==> src/rtl/regfile_wb_if.sv <==
// ---------------------------------------------------------------------------
// core package + regfile_wb_if
//
// Purpose:
//   core::pipeline_bus_t is the execute-stage result bus that feeds the
//   writeback stage. regfile_wb_if bundles the writeback bus, the decode
//   operand/issue signals and the register file's responses into one
//   interface.
//
// Modports:
//   master : the pipeline side. It drives the wb bus, the operand addresses,
//            the issue request and flush. It observes the read data, the
//            hazard stall and the retire count.
//   slave  : the regfile_wb side, with the opposite directions.
//
// Signals:
//   wb_bus_i        execute-stage result bus (rd, rd_res, rf_wr_en,
//                   pipeline_stall)
//   rs1_addr_i      decode operand 1 index
//   rs2_addr_i      decode operand 2 index
//   issue_valid_i   decode presents an instruction for issue this cycle
//   issue_wr_i      the issuing instruction writes issue_rd_i
//   issue_rd_i      destination register of the issuing instruction
//   flush_i         pipeline flush; clears the scoreboard
//   rs1_data_o      operand 1 data (combinational)
//   rs2_data_o      operand 2 data (combinational)
//   hazard_stall_o  issue blocked this cycle (combinational)
//   retire_cnt_o    count of committed register writes
// ---------------------------------------------------------------------------
package core;
    typedef struct packed {
        logic [4:0]  rd;
        logic [31:0] rd_res;
        logic        rf_wr_en;
        logic        pipeline_stall;
    } pipeline_bus_t;
endpackage

interface regfile_wb_if;
    core::pipeline_bus_t wb_bus_i;
    logic [4:0]          rs1_addr_i;
    logic [4:0]          rs2_addr_i;
    logic                issue_valid_i;
    logic                issue_wr_i;
    logic [4:0]          issue_rd_i;
    logic                flush_i;
    logic [31:0]         rs1_data_o;
    logic [31:0]         rs2_data_o;
    logic                hazard_stall_o;
    logic [31:0]         retire_cnt_o;

    modport master (
        output wb_bus_i, rs1_addr_i, rs2_addr_i,
        output issue_valid_i, issue_wr_i, issue_rd_i, flush_i,
        input  rs1_data_o, rs2_data_o, hazard_stall_o, retire_cnt_o
    );

    modport slave (
        input  wb_bus_i, rs1_addr_i, rs2_addr_i,
        input  issue_valid_i, issue_wr_i, issue_rd_i, flush_i,
        output rs1_data_o, rs2_data_o, hazard_stall_o, retire_cnt_o
    );
endinterface

==> src/rtl/regfile_wb.sv <==
// ---------------------------------------------------------------------------
// regfile_wb
//
// Purpose:
//   Writeback stage and integer register file. It commits execute-stage
//   results into a NREGS x XLEN register file and serves two combinational
//   operand reads. A read bypasses the value being written in the same
//   cycle. A busy scoreboard tracks destinations that are still in flight
//   and blocks issue on RAW and WAW hazards.
//
// Ports:
//   clk  core clock, rising edge
//   rst  asynchronous, active-high reset
//   bus  regfile_wb_if.slave. It carries the wb bus and the decode
//        operand/issue inputs in, and the operand data, hazard stall and
//        retire count out.
// ---------------------------------------------------------------------------
module regfile_wb #(
    parameter int XLEN  = 32,
    parameter int NREGS = 32
) (
    input  logic         clk,
    input  logic         rst,
    regfile_wb_if.slave  bus
);
    localparam int AW = $clog2(NREGS);

    // ---------------------------------------------------------------------
    // Writeback decode
    // ---------------------------------------------------------------------
    logic [AW-1:0]   wb_rd;
    logic [XLEN-1:0] wb_res;
    logic            wb_we;

    assign wb_rd  = AW'(bus.wb_bus_i.rd);
    assign wb_res = XLEN'(bus.wb_bus_i.rd_res);
    // Writes to x0 are dropped entirely. They are not counted and they do
    // not touch the scoreboard.
    assign wb_we  = bus.wb_bus_i.rf_wr_en & ~bus.wb_bus_i.pipeline_stall
                    & (wb_rd != '0);

    // ---------------------------------------------------------------------
    // Register array
    // ---------------------------------------------------------------------
    logic [XLEN-1:0] regs_q [NREGS];
    logic [XLEN-1:0] regs_d [NREGS];

    genvar gi;
    generate
        for (gi = 0; gi < NREGS; gi++) begin : g_reg
            always_comb begin
                regs_d[gi] = regs_q[gi];
                if (gi == 0) begin
                    // x0 stays at zero, so this flop is constant.
                    regs_d[gi] = '0;
                end else if (wb_we && (wb_rd == AW'(gi))) begin
                    regs_d[gi] = wb_res;
                end
            end

            always_ff @(posedge clk or posedge rst) begin
                if (rst) begin
                    regs_q[gi] <= '0;
                end else begin
                    regs_q[gi] <= regs_d[gi];
                end
            end
        end
    endgenerate

    // ---------------------------------------------------------------------
    // Read ports with write-through bypass
    // ---------------------------------------------------------------------
    logic [AW-1:0]   rd_addr [2];
    logic [XLEN-1:0] rd_data [2];

    assign rd_addr[0] = AW'(bus.rs1_addr_i);
    assign rd_addr[1] = AW'(bus.rs2_addr_i);

    generate
        for (gi = 0; gi < 2; gi++) begin : g_rport
            always_comb begin
                rd_data[gi] = '0;
                if (rd_addr[gi] == '0) begin
                    rd_data[gi] = '0;
                end else if (wb_we && (rd_addr[gi] == wb_rd)) begin
                    // The consumer sees the producer's result in the commit
                    // cycle itself.
                    rd_data[gi] = wb_res;
                end else begin
                    rd_data[gi] = regs_q[rd_addr[gi]];
                end
            end
        end
    endgenerate

    assign bus.rs1_data_o = 32'(rd_data[0]);
    assign bus.rs2_data_o = 32'(rd_data[1]);

    // ---------------------------------------------------------------------
    // Scoreboard and hazard detection
    // ---------------------------------------------------------------------
    logic [NREGS-1:0] busy_q;
    logic [NREGS-1:0] busy_d;
    logic [NREGS-1:0] commit_hot;
    logic [NREGS-1:0] eff_busy;
    logic [AW-1:0]    iss_rd;
    logic             raw_hit;
    logic             waw_hit;
    logic             hazard;
    logic             accept;

    assign iss_rd = AW'(bus.issue_rd_i);

    always_comb begin
        commit_hot = '0;
        if (wb_we) begin
            commit_hot[wb_rd] = 1'b1;
        end
    end

    // A register that commits this cycle is already available. This
    // combines with the read bypass to give zero-bubble forwarding.
    assign eff_busy = busy_q & ~commit_hot;

    assign raw_hit = eff_busy[rd_addr[0]] | eff_busy[rd_addr[1]];
    assign waw_hit = bus.issue_wr_i & eff_busy[iss_rd];
    assign hazard  = bus.issue_valid_i & ~bus.flush_i & (raw_hit | waw_hit);
    assign accept  = bus.issue_valid_i & ~hazard & ~bus.flush_i;

    assign bus.hazard_stall_o = hazard;

    always_comb begin
        busy_d = busy_q;
        if (bus.flush_i) begin
            // A flush discards every in-flight producer. The concurrent
            // commit is still written through the register path above.
            busy_d = '0;
        end else begin
            busy_d = busy_d & ~commit_hot;
            // The set is applied after the clear. When one register
            // commits and is re-issued in the same cycle, it stays busy
            // for the new producer.
            if (accept && bus.issue_wr_i && (iss_rd != '0)) begin
                busy_d[iss_rd] = 1'b1;
            end
        end
        busy_d[0] = 1'b0;
    end

    always_ff @(posedge clk or posedge rst) begin
        if (rst) begin
            busy_q <= '0;
        end else begin
            busy_q <= busy_d;
        end
    end

    // ---------------------------------------------------------------------
    // Retire counter (wraps modulo 2^XLEN)
    // ---------------------------------------------------------------------
    logic [XLEN-1:0] retire_cnt_q;
    logic [XLEN-1:0] retire_cnt_d;

    always_comb begin
        retire_cnt_d = retire_cnt_q;
        if (wb_we) begin
            retire_cnt_d = retire_cnt_q + XLEN'(1);
        end
    end

    always_ff @(posedge clk or posedge rst) begin
        if (rst) begin
            retire_cnt_q <= '0;
        end else begin
            retire_cnt_q <= retire_cnt_d;
        end
    end

    assign bus.retire_cnt_o = 32'(retire_cnt_q);

endmodule

==> src/flat_wrapper.sv <==
// flat-port wrapper written by rule: the top's interface ports become plain ports
module regfile_wb_flat 
#(
    parameter int XLEN  = 32,
    parameter int NREGS = 32
)
  (clk, rst, bus_wb_bus_i, bus_rs1_addr_i, bus_rs2_addr_i, bus_issue_valid_i, bus_issue_wr_i, bus_issue_rd_i, bus_flush_i, bus_rs1_data_o, bus_rs2_data_o, bus_hazard_stall_o, bus_retire_cnt_o);
  regfile_wb_if bus_i ();
  input  logic clk;
  input  logic rst;
  input wire logic [$bits(bus_i.wb_bus_i)-1:0] bus_wb_bus_i;
  input wire logic [$bits(bus_i.rs1_addr_i)-1:0] bus_rs1_addr_i;
  input wire logic [$bits(bus_i.rs2_addr_i)-1:0] bus_rs2_addr_i;
  input wire logic [$bits(bus_i.issue_valid_i)-1:0] bus_issue_valid_i;
  input wire logic [$bits(bus_i.issue_wr_i)-1:0] bus_issue_wr_i;
  input wire logic [$bits(bus_i.issue_rd_i)-1:0] bus_issue_rd_i;
  input wire logic [$bits(bus_i.flush_i)-1:0] bus_flush_i;
  output wire logic [$bits(bus_i.rs1_data_o)-1:0] bus_rs1_data_o;
  output wire logic [$bits(bus_i.rs2_data_o)-1:0] bus_rs2_data_o;
  output wire logic [$bits(bus_i.hazard_stall_o)-1:0] bus_hazard_stall_o;
  output wire logic [$bits(bus_i.retire_cnt_o)-1:0] bus_retire_cnt_o;
  assign bus_i.wb_bus_i = bus_wb_bus_i;
  assign bus_i.rs1_addr_i = bus_rs1_addr_i;
  assign bus_i.rs2_addr_i = bus_rs2_addr_i;
  assign bus_i.issue_valid_i = bus_issue_valid_i;
  assign bus_i.issue_wr_i = bus_issue_wr_i;
  assign bus_i.issue_rd_i = bus_issue_rd_i;
  assign bus_i.flush_i = bus_flush_i;
  assign bus_rs1_data_o = bus_i.rs1_data_o;
  assign bus_rs2_data_o = bus_i.rs2_data_o;
  assign bus_hazard_stall_o = bus_i.hazard_stall_o;
  assign bus_retire_cnt_o = bus_i.retire_cnt_o;
  regfile_wb #(.XLEN(XLEN), .NREGS(NREGS)) u_core (.clk(clk), .rst(rst), .bus(bus_i));
endmodule
==> config.mk <==
export PLATFORM = sky130hd
export DESIGN_NAME = regfile_wb_flat
export DESIGN_NICKNAME = d
export VERILOG_FILES = /design/src/rtl/regfile_wb_if.sv /design/src/rtl/regfile_wb.sv /design/src/flat_wrapper.sv
export SDC_FILE = /design/constraint.sdc
export NUM_CORES = 2
export LEC_CHECK = 0
export CAP_MARGIN = 20
export CORE_ASPECT_RATIO = 1.25
export CORE_MARGIN = 2
export CORE_UTILIZATION = 50
export DETAILED_ROUTE_END_ITERATION = 8
export PLACE_DENSITY = 0.67
export SLEW_MARGIN = 10
export SYNTH_ARGS = -nofsm -noshare
export SYNTH_HDL_FRONTEND = slang
export SYNTH_SLANG_ARGS = --single-unit
export TNS_END_PERCENT = 50
==> constraint.sdc <==
create_clock -name clk -period 129.3 [get_ports clk]
set_input_delay 38.79 -clock clk [delete_from_list [all_inputs] [get_ports clk]]
set_output_delay 38.79 -clock clk [all_outputs]
set_load 0.005 [all_outputs]
==> flow_summary_export.csv <==
group,metric,value,unit
outcome,status,"finished clean",
global_route,grt_antenna_before_repair,1,
worst_setup_path,ff2ff_path_depth,6,
yosys,syn_inst,3928,
global_route,grt_max_degree,136,
clocking,path_clk_slew,0.06,ns
final_layout,fill_cells,9105,
final_layout,area_growth,11.6,%
yosys,ys_ff_latch,1055,
final_layout,n_antenna_cell,0,
clocking,cts_resized,0,
timing,slew_headroom,24.0,%
global_route,grt_use_total,29.0,%
clocking,cts_tree,"built",
yosys,yosys_warnings,0,
timing,drv_slew,0,
final_layout,regArea,26400,um2
yosys,yosysMostFrequentCell,"dfrtp_1",
global_route,grt_pass1_vias,37500,
timing,min_period,82.77,ns
yosys,synth.avg_cell_area,14.6,um2
timing,tns,0,ns
floorplanning,die_y,383,um
yosys,synth_ff_type,"dfrtp_1",
worst_setup_path,crit_chain,"clkdlybuf4s50_1 > nand4b_1 > nand2b_2 > buf_4 > a2111oi_0 > a2111oi_0 > a311oi_4 > nand3_2 > o211a_1 > clkdlybuf4s50_1",
clocking,cts-hold-fix-buffers,0,
floorplanning,die_area,118000,um2
yosys,yosysUniqueCellTypes,68,
global_route,grt.overflow.total,0,
detailed_routing,viasPerCell,6.68,
yosys,synth_top_cell_area_share,45.9,%
worst_setup_path,crit_path_end_kind,"primary output",
detailed_routing,first_iter_violations,3440,
place,dp_hpwl,88.7,mm
floorplanning,core,114000,um2
worst_hold_path,whs_path_depth,1,
floorplanning,die_w,307,um
yosys,yosys-top-cells-area,"dfrtp_1, mux4_2, mux2_2",
flow_run,maxCapViolations,0,
clocking,cts.root.buffer_cell,"clkbuf_16",
detailed_routing,ant_nets,0,
timing,clock-skew-final,0.0119,ns
worst_setup_path,critPathMaxStageDelay,0.83,ns
yosys,synth_top_area_cell,"dfrtp_1",
yosys,ys_seq_area_share,45.9,%
detailed_routing,dr.pass1.iters,5,
worst_hold_path,min_path_type,"reg -> reg",
global_route,grt_pass1_wl,252,mm
clocking,clockBufferDepth,3,
worst_setup_path,crit_required,90.51,ns
worst_setup_path,path_max_fanout,35,
place,place.gp.congestion,0.898,
timing,rsz0062_at_grt,"no",
worst_setup_path,critical_path_class,"in -> out",
final_layout,layout.nets,3948,
yosys,ys_top_cells_by_count,"dfrtp_1, mux2_2, mux4_2",
worst_setup_path,cp-start-kind,"primary input",
detailed_routing,finalWirelength,168,mm
clocking,cts_htree_levels,3,
floorplanning,rows,139,
detailed_routing,routedWlPerCell,30.8,um
yosys,synth_edf_count,0,
timing,timing.fmax,12.1,MHz
final_layout,drive_above_1_share,48.0,%
clocking,cts_sinks,1055,
clocking,clkLatencyLatePin,0.70,ns
power_and_ir_drop,finalPower,0.000879,W
yosys,async_flop_share,100,%
power_and_ir_drop,power_per_cell_area,13.7,nW/um2
yosys,syn-num-nets,3988,
power_and_ir_drop,leakagePower,28.2,nW
timing,finalHoldViolations,0,
timing,worstMarginPinSlew,1.14,ns
place,port_buffers,155,
detailed_routing,drc_errors,0,
floorplanning,io_pins,156,
worst_setup_path,critical_path_arrival,43.98,ns
clocking,postCtsSetupBuffers,0,
worst_setup_path,cp_slowest_cell,"clkdlybuf4s50_1",
final_layout,multiInputGateArea,29700,um2
detailed_routing,vias,36400,
timing,setup_viol,0,
timing,period_share,64.0,%
yosys,netlist_area,57500,um2
clocking,cts_buffers,108,
power_and_ir_drop,vdd_drop_max,11.4,uV
floorplanning,start_util,50.2,%
==> power breakdown <==
group	internal [W]	total, W	leakage, nW	switching, W
registers	0.000373	0.000403	14.1	0.0000303
clock network	0.000182	0.000318	1.75	0.000136
logic	0.0000952	0.000158	12.4	0.0000633
total	0.000650	0.000879	28.2	0.000229
==> final cells by class <==
class                   instances  area share [%]
clock buffers                 158            4.97
clock inverters                34           0.572
inverters                      11          0.0917
multi-input cells            2455            46.4
flip-flops and latches       1055            41.2
well taps                    1480            2.89
repair buffers                257            3.95
==> sequential cells by signal, summed over array words and instances, names as in the netlist <==
| name | cells |
|---|---|
| u_core.bus.retire_cnt_o | 32 |
| u_core.regs_q | 992 |
| u_core.busy_q | 31 |
==> per-stage QoR <==
| step | cells | hold slack (ns) | utilization, % | area [um2] | setup slack, ns |
|---|---|---|---|---|---|
| CTS | 5435 | 0.474 | 55.8 | 63900 | 46.61 |
| detailed placement | 5243 | 0.470 | 52.7 | 60300 | 46.60 |
| finish | 5450 | 0.468 | 56.0 | 64100 | 46.53 |
| global placement | 5240 | 0.461 | 52.7 | 60300 | 46.65 |
| global route | 5450 | 0.493 | 56.0 | 64100 | 46.23 |
| floorplan | 3928 | 0.458 | - | 57500 | 49.28 |
==> layer usage <==
layer | up-vias | share of wire (%) | wire [um] | global-route usage (%)
met5 | - | 0.0078 | 13 | 0
met4 | 2 | 4.1 | 6810 | 11.2
met3 | 359 | 6.4 | 10700 | 4.28
met2 | 1356 | 49 | 81400 | 47.2
met1 | 19700 | 41 | 68700 | 39.6
li1 | 15000 | - | - | -
==> logic make-up (layout without fill, tap and decap cells) <==
kind of cell / Yosys count / in the layout / share of synthesized area [%]
xor+xnor: 41 / 41 / 0.625
simple gates: 522 / 522 / 4.18
compound gates: 244 / 244 / 2.99
flops: 1055 / 1055 / 45.9
fa+ha+maj: 1 / 1 / 0.0218
buf+inv: 418 / 460 / 2.76
mux: 1647 / 1647 / 43.5
==> worst max-delay path: cells and delay by family <==
family / cells / cell delay (ns)
and+or+nand+nor: 3 / 1.85
buffers and inverters: 3 / 1.71
AOI/OAI and AO/OA: 4 / 1.62
==> cell usage in the layout (no fill, tap or decap), types with 22 or more instances in the layout <==
cell type,instances
o21ai_0,50
nand3_1,28
buf_4,86
a22o_1,32
or3_1,29
nand2_1,253
a21oi_1,72
clkbuf_8,30
clkbuf_16,108
mux2i_1,99
clkdlybuf4s50_1,147
mux4_2,585
xnor2_1,25
dfrtp_1,1055
nand4_1,22
mux2_2,963
nor2_1,80
==> path summary, 6_finish.rpt <==
| path | startpoint | end | slack [ns] |
|---|---|---|---|
| worst min register to register | u_core.bus.retire_cnt_o[31]$_DFFE_PP0P_ | u_core.bus.retire_cnt_o[31]$_DFFE_PP0P_ | 0.47 |
| worst min-delay path | u_core.bus.retire_cnt_o[31]$_DFFE_PP0P_ | u_core.bus.retire_cnt_o[31]$_DFFE_PP0P_ | 0.47 |
| worst max-delay path | bus_wb_bus_i[37] | bus_hazard_stall_o | 46.53 |
| min in group asynchronous | rst | u_core.regs_q[110]$_DFFE_PP0P_ | 38.63 |
| max in group asynchronous | rst | u_core.regs_q[90]$_DFFE_PP0P_ | 87.42 |
| worst max register to register | u_core.busy_q[8]$_DFF_PP0_ | u_core.busy_q[31]$_DFF_PP0_ | 126.43 |
(Power assumes the default switching activity.)
